File: src/rtl/sar_scan_sequencer_pkg.sv
`default_nettype none
// +----------------------------------------------------------------------+
// | sar_scan_sequencer_pkg: shared types and helpers for the SAR scanner  |
// | Revision: 1.0                                                         |
// +----------------------------------------------------------------------+
package sar_scan_sequencer_pkg;

   localparam int MAX_CH      = 16;
   localparam int TIMEOUT_DEF = 64;

   typedef enum logic [1:0] {
      S_IDLE    = 2'd0,
      S_SETTLE  = 2'd1,
      S_CONVERT = 2'd2,
      S_RELEASE = 2'd3
   } state_t;

   typedef struct packed {
      logic       found;
      logic [3:0] idx;
   } nsb_t;

   // Lowest set bit of mask at or above index 'from'.
   function automatic nsb_t next_set_bit(input logic [MAX_CH-1:0] mask,
                                         input logic [4:0] from);
      nsb_t r;
      r = '0;
      for (int i = MAX_CH - 1; i >= 0; i--) begin
         if (mask[i] && (5'(i) >= from)) begin
            r.found = 1'b1;
            r.idx   = 4'(i);
         end
      end
      return r;
   endfunction

endpackage
`default_nettype wire

File: src/rtl/sar_scan_sequencer_if.sv
`default_nettype none
// +----------------------------------------------------------------------+
// | sar_scan_sequencer_if: mux select and go/valid link to SAR controller |
// | Revision: 1.0                                                         |
// +----------------------------------------------------------------------+
interface sar_scan_sequencer_if #(
   parameter int NCH = 4,
   parameter int W   = 8
);
   logic [$clog2(NCH)-1:0] ch_sel;
   logic                   conv_go;
   logic                   conv_valid;
   logic [W-1:0]           conv_result;

   modport master (output ch_sel, output conv_go, input conv_valid, input conv_result);
   modport slave  (input ch_sel, input conv_go, output conv_valid, output conv_result);
endinterface
`default_nettype wire

File: src/rtl/sar_scan_sequencer_bank.sv
`default_nettype none
// +----------------------------------------------------------------------+
// | sar_result_bank: per-channel result registers, sync write, comb read  |
// | Revision: 1.0                                                         |
// +----------------------------------------------------------------------+
module sar_result_bank #(
   parameter int NCH = 4,
   parameter int W   = 8
) (
   input  wire logic                   clk,
   input  wire logic                   rst_n,
   input  wire logic                   we,
   input  wire logic [$clog2(NCH)-1:0] waddr,
   input  wire logic [W-1:0]           wdata,
   input  wire logic [$clog2(NCH)-1:0] raddr,
   output logic      [W-1:0]           rdata
);
   logic [W-1:0] r_mem [NCH];

   always_ff @(posedge clk) begin
      if (!rst_n) begin
         for (int i = 0; i < NCH; i++) r_mem[i] <= '0;
      end else if (we) begin
         r_mem[waddr] <= wdata;
      end
   end

   // Unpopulated addresses exist when NCH is not a power of two.
   assign rdata = (32'(raddr) < NCH) ? r_mem[raddr] : '0;
endmodule
`default_nettype wire

File: src/rtl/sar_scan_sequencer.sv
`default_nettype none
// +----------------------------------------------------------------------+
// | sar_scan_sequencer: multi-channel scan scheduler for the SAR datapath |
// | Revision: 1.0                                                         |
// +----------------------------------------------------------------------+
module sar_scan_sequencer
   import sar_scan_sequencer_pkg::*;
#(
   parameter int NCH      = 4,
   parameter int W        = 8,
   parameter int SETTLE_W = 4,
   parameter int TIMEOUT  = TIMEOUT_DEF
) (
   input  wire logic                   clk,
   input  wire logic                   rst_n,
   input  wire logic                   start,
   input  wire logic                   continuous,
   input  wire logic                   stop,
   input  wire logic [NCH-1:0]         ch_en,
   input  wire logic [SETTLE_W-1:0]    settle,
   sar_scan_sequencer_if.master        conv,
   input  wire logic [$clog2(NCH)-1:0] rd_addr,
   output logic      [W-1:0]           rd_data,
   output logic                        data_valid,
   output logic      [$clog2(NCH)-1:0] data_ch,
   output logic      [W-1:0]           data,
   output logic                        busy,
   output logic                        scan_done,
   output logic                        err
);
   localparam int c_cw  = $clog2(NCH);
   localparam int c_wdw = $clog2(TIMEOUT + 1);

   state_t              r_state;
   logic [NCH-1:0]      r_mask;
   logic [c_cw-1:0]     r_ch_sel;
   logic [SETTLE_W-1:0] r_cnt;
   logic [c_wdw-1:0]    r_wdog;
   logic                r_go, r_busy, r_stop, r_dv, r_sd, r_err;
   logic [c_cw-1:0]     r_dch;
   logic [W-1:0]        r_data;

   nsb_t w_first, w_next;
   logic w_we, w_stop_req;

   assign w_first    = next_set_bit(MAX_CH'(ch_en), 5'd0);
   assign w_next     = next_set_bit(MAX_CH'(r_mask), 5'(r_ch_sel) + 5'd1);
   assign w_we       = (r_state == S_CONVERT) && conv.conv_valid;
   assign w_stop_req = r_stop | stop;

   always_ff @(posedge clk) begin
      if (!rst_n) begin
         r_state  <= S_IDLE;
         r_mask   <= '0;
         r_ch_sel <= '0;
         r_cnt    <= '0;
         r_wdog   <= '0;
         r_go     <= 1'b0;
         r_busy   <= 1'b0;
         r_stop   <= 1'b0;
         r_dv     <= 1'b0;
         r_sd     <= 1'b0;
         r_err    <= 1'b0;
         r_dch    <= '0;
         r_data   <= '0;
      end else begin
         r_dv <= 1'b0;
         r_sd <= 1'b0;
         if (r_busy && stop) r_stop <= 1'b1;
         case (r_state)
            S_IDLE: begin
               if (start) begin
                  r_err <= 1'b0;
                  if (w_first.found) begin
                     r_mask   <= ch_en;
                     r_ch_sel <= c_cw'(w_first.idx);
                     r_cnt    <= settle;
                     r_busy   <= 1'b1;
                     r_state  <= S_SETTLE;
                  end else begin
                     r_sd <= 1'b1;
                  end
               end
            end
            S_SETTLE: begin
               if (r_cnt == '0) begin
                  r_go    <= 1'b1;
                  r_wdog  <= '0;
                  r_state <= S_CONVERT;
               end else begin
                  r_cnt <= r_cnt - 1'b1;
               end
            end
            S_CONVERT: begin
               if (conv.conv_valid) begin
                  r_dv    <= 1'b1;
                  r_dch   <= r_ch_sel;
                  r_data  <= conv.conv_result;
                  r_go    <= 1'b0;
                  r_state <= S_RELEASE;
               end else if (r_wdog == c_wdw'(TIMEOUT - 1)) begin
                  r_err   <= 1'b1;
                  r_go    <= 1'b0;
                  r_state <= S_RELEASE;
               end else begin
                  r_wdog <= r_wdog + 1'b1;
               end
            end
            S_RELEASE: begin
               // Controller must drop valid before the mux may move on.
               if (!conv.conv_valid) begin
                  if (w_next.found) begin
                     r_ch_sel <= c_cw'(w_next.idx);
                     r_cnt    <= settle;
                     r_state  <= S_SETTLE;
                  end else begin
                     r_sd <= 1'b1;
                     if (continuous && !w_stop_req && w_first.found) begin
                        r_mask   <= ch_en;
                        r_ch_sel <= c_cw'(w_first.idx);
                        r_cnt    <= settle;
                        r_state  <= S_SETTLE;
                     end else begin
                        r_busy  <= 1'b0;
                        r_stop  <= 1'b0;
                        r_state <= S_IDLE;
                     end
                  end
               end
            end
            default: r_state <= S_IDLE;
         endcase
      end
   end

   sar_result_bank #(.NCH(NCH), .W(W)) u_bank (
      .clk   (clk),
      .rst_n (rst_n),
      .we    (w_we),
      .waddr (r_ch_sel),
      .wdata (conv.conv_result),
      .raddr (rd_addr),
      .rdata (rd_data)
   );

   assign conv.ch_sel  = r_ch_sel;
   assign conv.conv_go = r_go;
   assign data_valid   = r_dv;
   assign data_ch      = r_dch;
   assign data         = r_data;
   assign busy         = r_busy;
   assign scan_done    = r_sd;
   assign err          = r_err;
endmodule
`default_nettype wire

File: src/flat_wrapper.sv
// flat-port wrapper written by rule: the top's interface ports become plain ports
module sar_scan_sequencer_flat import sar_scan_sequencer_pkg::*;
#(
   parameter int NCH      = 4,
   parameter int W        = 8,
   parameter int SETTLE_W = 4,
   parameter int TIMEOUT  = TIMEOUT_DEF
)
  (clk, rst_n, start, continuous, stop, ch_en, settle, rd_addr, rd_data, data_valid, data_ch, data, busy, scan_done, err, conv_ch_sel, conv_conv_go, conv_conv_valid, conv_conv_result);
  sar_scan_sequencer_if #(.NCH(NCH), .W(W)) conv_i ();
  input  wire logic clk;
  input  wire logic rst_n;
  input  wire logic start;
  input  wire logic continuous;
  input  wire logic stop;
  input  wire logic [NCH-1:0] ch_en;
  input  wire logic [SETTLE_W-1:0] settle;
  input  wire logic [$clog2(NCH)-1:0] rd_addr;
  output logic      [W-1:0] rd_data;
  output logic data_valid;
  output logic      [$clog2(NCH)-1:0] data_ch;
  output logic      [W-1:0] data;
  output logic busy;
  output logic scan_done;
  output logic err;
  output wire logic [$bits(conv_i.ch_sel)-1:0] conv_ch_sel;
  output wire logic [$bits(conv_i.conv_go)-1:0] conv_conv_go;
  input wire logic [$bits(conv_i.conv_valid)-1:0] conv_conv_valid;
  input wire logic [$bits(conv_i.conv_result)-1:0] conv_conv_result;
  assign conv_ch_sel = conv_i.ch_sel;
  assign conv_conv_go = conv_i.conv_go;
  assign conv_i.conv_valid = conv_conv_valid;
  assign conv_i.conv_result = conv_conv_result;
  sar_scan_sequencer #(.NCH(NCH), .W(W), .SETTLE_W(SETTLE_W), .TIMEOUT(TIMEOUT)) u_core (.clk(clk), .rst_n(rst_n), .start(start), .continuous(continuous), .stop(stop), .ch_en(ch_en), .settle(settle), .conv(conv_i), .rd_addr(rd_addr), .rd_data(rd_data), .data_valid(data_valid), .data_ch(data_ch), .data(data), .busy(busy), .scan_done(scan_done), .err(err));
endmodule
File: config.mk
export PLATFORM = sky130hd
export DESIGN_NAME = sar_scan_sequencer_flat
export DESIGN_NICKNAME = d
export VERILOG_FILES = /design/src/rtl/sar_scan_sequencer_pkg.sv /design/src/rtl/sar_scan_sequencer_if.sv /design/src/rtl/sar_scan_sequencer_bank.sv /design/src/rtl/sar_scan_sequencer.sv /design/src/flat_wrapper.sv
export SDC_FILE = /design/constraint.sdc
export NUM_CORES = 1
export LEC_CHECK = 0
export ABC_AREA = 1
export CAP_MARGIN = 10
export CORE_ASPECT_RATIO = 0.5
export CORE_UTILIZATION = 49
export CTS_BUF_LIST = sky130_fd_sc_hd__clkbuf_4 sky130_fd_sc_hd__clkbuf_8 sky130_fd_sc_hd__clkbuf_16
export DETAILED_ROUTE_END_ITERATION = 8
export GPL_TIMING_DRIVEN = 0
export HOLD_SLACK_MARGIN = 0.02
export PLACE_DENSITY = 0.76
export SLEW_MARGIN = 20
export SYNTH_ARGS = -nofsm -noshare
export SYNTH_HDL_FRONTEND = slang
export SYNTH_HIERARCHICAL = 1
export SYNTH_SLANG_ARGS = --single-unit
File: constraint.sdc
create_clock -name clk -period 2.4 [get_ports clk]
set_input_delay 0.24 -clock clk [delete_from_list [all_inputs] [get_ports clk]]
set_output_delay 0.24 -clock clk [all_outputs]
set_load 0.05 [all_outputs]
======== Yosys cells after proc, flatten, opt, wreduce, memory -nomap -nowiden ========
Memory sizes are Yosys's and may differ from the RTL's.
Index checks and enable logic that the tools add are counted.
word-level totals
  memories kept ........................... 1
  logic and storage cells ................. 137
  output and inout port bits .............. 25
  memory bits (writable) .................. 32
  bits in registers ....................... 35
memory list
  name                 depth  bits a word  rd ports  clocked after memory_dff  write ports  RTL line                       source
  u_core.u_bank.r_mem  4      8            1         0                         4            sar_scan_sequencer_bank.sv:18  logic [W-1:0] r_mem [NCH];
cells by class
  equal/unequal tests ..................... 17
  add/subtract/negate cells ............... 3
  $lt $le $gt $ge ......................... 4
  bitwise operators ....................... 1
  reduce and logical (&&, ||, !) cells .... 26
  mux-type cells .......................... 72
operators with widths
  operator                                                                             count
  4-bit 2-to-1 mux                                                                     11
  5-bit 2-to-1 mux                                                                     8
  1-bit 2-to-1 mux                                                                     27
  2-bit 2-to-1 mux                                                                     13
  7-bit 2-to-1 mux                                                                     3
  6-bit AND reduction                                                                  3
  2-bit != test (second input constant)                                                8
  7-bit case mux with 2 select lines                                                   1
  4-bit case mux with 3 select lines                                                   1
  1-bit by 5-bit greater-or-equal comparator with 1-bit output (first input constant)  2
  2-bit by 5-bit greater-or-equal comparator with 1-bit output (first input constant)  2
  5-bit AND reduction                                                                  2
  1-bit logical AND                                                                    8
  8-bit 2-to-1 mux                                                                     1
  1-bit case mux with 2 select lines                                                   4
  2-bit case mux with 4 select lines                                                   1
  4-bit case mux with 2 select lines                                                   1
  4-bit AND reduction                                                                  2
  8-bit OR reduction                                                                   1
  7-bit by 1-bit adder with 7-bit output (second input constant)                       1
  7-bit by 6-bit == test with 1-bit output (second input constant)                     1
  2-bit by 1-bit != test with 1-bit output (second input constant)                     3
  2-bit nonzero test                                                                   3
  2-bit == test (second input constant)                                                2
  other kinds (13)                                                                     14

======== Logic depth before layout (Yosys ltp) ========
  depth after elaboration ................. 10
  depth in mapped cells ................... 11

======== By module ========
Netlist, hierarchy kept.
modules (own cells, without submodules)
  module              seq. area each (µm²)  cells each  times used  area an instance (µm²)
  sar_scan_sequencer  680.7                 269         1           1,831.8
  sar_result_bank     960.9                 178         1           1,616.6

======== Least setup slack after synthesis ========
No wires, ideal clock.
  path kind ............................... register to register
  start ................................... register u_core.r_state[0]
  end ..................................... memory u_core.u_bank.r_mem[2][0] (enable)
  cell stages (with the launch flop) ...... 9
  period minus slack after synthesis ...... 2,329 ps
  arrival ................................. 1,945 ps
  path buffers ............................ 2
  slack ................................... 71 ps
  path through ............................ dfxtp_1 -> inv_1 -> ha_1 -> nand2_1 -> buf_2 -> inv_2 -> buf_4 -> nand2_4 -> o21ai_0
RTL lines
  item                      RTL line                       source
  start: declaration        sar_scan_sequencer.sv:34       state_t r_state;
  start signal: assignment  sar_scan_sequencer.sv:53       r_state <= S_IDLE;
  start signal: assignment  sar_scan_sequencer.sv:79       r_state <= S_SETTLE;
  start signal: assignment  sar_scan_sequencer.sv:89       r_state <= S_CONVERT;
  end: declaration          sar_scan_sequencer_bank.sv:18

==> impl_metrics.xml <==
<?xml version="1.0" encoding="UTF-8"?>
<metrics>
  <group name="run_status">
    <metric name="outcome" unit="">completed</metric>
  </group>
  <group name="critical_path">
    <metric name="setup.worst_path.class" unit="">flip-flop to flip-flop</metric>
    <metric name="worst_setup_path_start_kind" unit="">flip-flop</metric>
    <metric name="worst_r2r_endpoint" unit="">u_core/u_bank/r_mem[0][1]$_SDFFCE_PN0P_</metric>
    <metric name="setup.worst_path.end_class" unit="">flip-flop</metric>
    <metric name="rr_worst_depth" unit="">10</metric>
    <metric name="startpoint" unit="">u_core/r_state[0]$_SDFFE_PN0P_</metric>
    <metric name="worst_ep_required_time" unit="ns">2.42</metric>
    <metric name="worst-r2r-setup-slack" unit="ns">0.20</metric>
    <metric name="cp_max_fo" unit="">11</metric>
    <metric name="arrival_time_at_the_worst_endpoint" unit="ns">2.22</metric>
    <metric name="reg2reg_from" unit="">u_core/r_state[0]$_SDFFE_PN0P_</metric>
  </group>
  <group name="sta">
    <metric name="layout_min_cycle_time" unit="ns">2.20</metric>
    <metric name="finalCritPeriodShare" unit="%">91.6</metric>
    <metric name="hold_viol_final" unit="">0</metric>
    <metric name="tightestPinTransition" unit="ns">0.524</metric>
    <metric name="setup_viol_count_final" unit="">0</metric>
    <metric name="max_freq" unit="MHz">455</metric>
    <metric name="timing.setup.tns" unit="ns">0</metric>
    <metric name="slew_headroom" unit="%">64.9</metric>
    <metric name="clk_skew" unit="ns">0.00537</metric>
    <metric name="maxSlewViolCount" unit="">0</metric>
    <metric name="rsz_0062_raised_after_global_routing" unit="">false</metric>
  </group>
  <group name="pwr">
    <metric name="internal_power" unit="uW">2790</metric>
    <metric name="switchingPower" unit="uW">1600</metric>
    <metric name="power.share.combinational" unit="%">35.1</metric>
    <metric name="power_per_cell_area" unit="nW/um^2">1010</metric>
    <metric name="sequentialPowerShare" unit="%">33.6</metric>
    <metric name="switching_share" unit="%">36.5</metric>
    <metric name="total_leakage_power" unit="uW">0.00191</metric>
    <metric name="worst_ir_drop_vdd" unit="mV">0.620</metric>
    <metric name="power.share.clock" unit="%">31.3</metric>
  </group>
  <group name="worst_hold_path">
    <metric name="holdCritPathClass" unit="">flip-flop to flip-flop</metric>
    <metric name="hold_path_end" unit="">u_core/r_cnt[1]$_SDFFE_PN0P_</metric>
    <metric name="hold_start" unit="">u_core/r_cnt[1]$_SDFFE_PN0P_</metric>
    <metric name="timing.hold.worst_path_depth" unit="">2</metric>
  </group>
  <group name="detailed_routing">
    <metric name="detail_route.vias_per_cell" unit="">4.82</metric>
    <metric name="route.final.wire_length" unit="microns">7210</metric>
    <metric name="initialDrtViolationCount" unit="">116</metric>
    <metric name="vias" unit="">2898</metric>
    <metric name="drt_drc_violations_left" unit="">0</metric>
    <metric name="drtAntennaViolNets" unit="">0</metric>
    <metric name="drtPass1Iterations" unit="">4</metric>
    <metric name="avgRoutedWirePerCell" unit="microns">12.0</metric>
  </group>
  <group name="final_layout">
    <metric name="post_layout_nonfiller_instances" unit="">601</metric>
    <metric name="mostFrequentLayoutCell" unit="">nand2_1</metric>
    <metric name="final_core_util" unit="%">64.5</metric>
    <metric name="final_layout_size_suffix_gt1_share" unit="%">10.2</metric>
    <metric name="insertedDiodeCount" unit="">0</metric>
    <metric name="layout.cells.most_common_list" unit="">nand2_1, nor2_1, inv_1</metric>
    <metric name="final_design_area_no_fill" unit="sq um">4360</metric>
    <metric name="synthesis_to_layout_area_growth" unit="%">26.3</metric>
    <metric name="num-fill-cells" unit="">575</metric>
    <metric name="design.final.nets" unit="">534</metric>
  </group>
  <group name="floorplan">
    <metric name="top_level_ports" unit="">49</metric>
    <metric name="core_region_area" unit="sq um">6750</metric>
    <metric name="die_height" unit="microns">61.3</metric>
    <metric name="std_cell_rows" unit="">21</metric>
    <metric name="floorplan.die_area" unit="sq um">7400</metric>
    <metric name="width_of_the_die" unit="microns">121</metric>
    <metric name="floorplan.initialDensity" unit="%">51.1</metric>
  </group>
  <group name="global_route">
    <metric name="initial_antenna_violation_count" unit="">0</metric>
    <metric name="gr-total-overflow" unit="">0</metric>
    <metric name="grt_start_max_net_pins" unit="">12</metric>
    <metric name="globalRouteTotalUtil" unit="%">20.8</metric>
    <metric name="grt_pass1_wl" unit="microns">11400</metric>
    <metric name="first_global_vias" unit="">2545</metric>
  </group>
  <group name="cts">
    <metric name="tritoncts.num_buffers" unit="">9</metric>
    <metric name="cts-root-buf" unit="">clkbuf_16</metric>
    <metric name="tritoncts_num_sinks" unit="">66</metric>
    <metric name="cts_hold_buf" unit="">0</metric>
    <metric name="worstSkewPairLatency" unit="ns">0.34</metric>
    <metric name="cts_tree" unit="">done</metric>
    <metric name="clock_pin_slew_of_the_registers_on_the_worst_case_setup_and_hold_paths" unit="ns">0.05</metric>
    <metric name="post_cts.repair.setup_buffers" unit="">0</metric>
    <metric name="clock_tree.htree_level_count" unit="">3</metric>
    <metric name="clockBufferDepth" unit="">2</metric>
  </group>
  <group name="synth">
    <metric name="synthesis.area" unit="sq um">3450</metric>
    <metric name="synth_area_per_cell" unit="sq um">7.71</metric>
    <metric name="synth_fp_nets" unit="">477</metric>
    <metric name="synth.yosys.warnings" unit="">6</metric>
    <metric name="synth_cell_type_count" unit="">35</metric>
    <metric name="post_synth_inst_count" unit="">447</metric>
    <metric name="postSynthRegisterBits" unit="">66</metric>
    <metric name="synth_sequential_area_ratio" unit="%">47.6</metric>
  </group>
  <group name="job">
    <metric name="max_cap_violations" unit="">0</metric>
  </group>
  <group name="place">
    <metric name="io_buffer_count" unit="">46</metric>
    <metric name="numPlacedInstances" unit="">585</metric>
    <metric name="postPlaceCellArea" unit="sq um">4020</metric>
    <metric name="gp_congestion" unit="">0.876</metric>
    <metric name="dp_hpwl" unit="microns">5150</metric>
  </group>
</metrics>
[stage by stage]
step | hold slack (ns) | setup slack (ns) | total power, uW
3_3_place_gp | 0.454 | -0.398 | 3000
4_1_cts | 0.467 | 0.0194 | 4400
3_5_place_dp | 0.460 | -0.396 | 3020
2_1_floorplan | 0.405 | 0.0709 | 2630
5_1_grt | 0.482 | 0.0258 | 4640
6_report | 0.468 | 0.202 | 4400
[logic make-up (layout without fill, tap and decap cells)]
family | after synthesis | count (layout) | share of synthesized area [%]
buffers and inverters | 81 | 143 | 9.62
xor gates and xnor gates | 4 | 4 | 1.02
DFF | 66 | 66 | 47.6
AOI/OAI and AO/OA | 42 | 42 | 6.68
adders and majority gates | 6 | 6 | 2.18
and+or+nand+nor | 248 | 248 | 32.9
[registers in the layout, summed over array words and instances, names as in the netlist]
signal and flops:
u_core/err 1, u_core/u_bank/r_mem 32, u_core/data 8, u_core/r_wdog 7, u_core/scan_done 1, u_core/r_mask 3
u_core/data_valid 1, u_core/conv.conv_go 1, u_core/r_stop 1, u_core/busy 1, u_core/data_ch 2, u_core/r_cnt 4
u_core/r_state 2, u_core/conv.ch_sel 2
[per-layer routing]
| layer | up-vias | track usage (%) | wire length [microns] |
|---|---|---|---|
| met5 | - | 0 | 0 |
| met3 | 8 | 6.20 | 284 |
| li1 | 1525 | - | - |
| met4 | 0 | 8.64 | 99 |
| met1 | 1315 | 24.4 | 3280 |
| met2 | 50 | 37.1 | 3540 |
[Yosys cell counts]
cell type	count	area (sq um)
a311oi_1	1	8.76
nand4_2	1	12.5
inv_4	1	6.26
o31ai_1	1	7.51
inv_1	64	240
and2_1	1	6.26
nor2_8	1	20.0
nor3_4	1	16.3
nand2_1	108	405
buf_4	3	22.5
inv_2	4	15.0
xnor2_1	1	8.76
nand4_1	4	25.0
nand3_2	2	20.0
a21oi_1	18	90.1
o21ai_4	1	16.3
buf_6	1	11.3
o21ai_0	20	100
nor2_4	2	22.5
nor3_1	8	40.0
nor3_2	1	10.0
xor2_1	3	26.3
nand3_1	36	180
nor2_1	72	270
nand3_4	2	35.0
ha_1	6	75.1
nor2_2	2	12.5
nand2_2	4	25.0
clkbuf_1	2	7.51
edfxtp_1	32	961
nand2_4	3	33.8
clkinv_1	1	3.75
dfxtp_1	34	681
a21boi_0	1	7.51
buf_2	5	25.0
[critical path, cell delays in order (launching register included)]
cell and delay (ns):
dfxtp_1 0.34, inv_1 0.10, ha_2 0.25, nand2_1 0.12
buf_2 0.19, inv_2 0.10, buf_4 0.19, nand2_4 0.14
nor2_8 0.15, nand2_4 0.10, nand2_2 0.20
[worst max path at each step]
stage                                               to  depth (start not counted)
6_report       u_core/u_bank/r_mem[0][1]$_SDFFCE_PN0P_                         10
5_1_grt        u_core/u_bank/r_mem[0][1]$_SDFFCE_PN0P_                         10
4_1_cts        u_core/u_bank/r_mem[1][7]$_SDFFCE_PN0P_                         10
3_5_place_dp   u_core/u_bank/r_mem[2][4]$_SDFFCE_PN0P_                          7
3_3_place_gp   u_core/u_bank/r_mem[2][2]$_SDFFCE_PN0P_                          7
2_1_floorplan  u_core/u_bank/r_mem[2][0]$_SDFFCE_PN0P_                          8
[what timing repair did]
item,CTS,global route
resized for setup,3,3
pin swaps,0,0
setup endpoints to repair,8,24
[cell type report]
type	instances	area (sq um)	area share, %
Tap cell	92	115	2.64
Buffer	11	66.3	1.52
Multi-Input combinational cell	300	1490	34.3
Timing Repair Buffer	46	460	10.6
Clock inverter	6	81.3	1.87
Sequential cell	66	1640	37.7
Clock buffer	10	233	5.34
Inverter	70	265	6.09
[power by group through the flow]
| stage | combinational (uW) | clock [uW] | sequential [uW] |
|---|---|---|---|
| global placement | 1510 | 0 | 1490 |
| floorplan | 923 | 0 | 1710 |
| detailed placement | 1530 | 0 | 1500 |
| CTS | 1540 | 1390 | 1480 |
| finish | 1540 | 1370 | 1480 |
| global route | 1700 | 1440 | 1500 |
(Power assumes the default switching activity.)
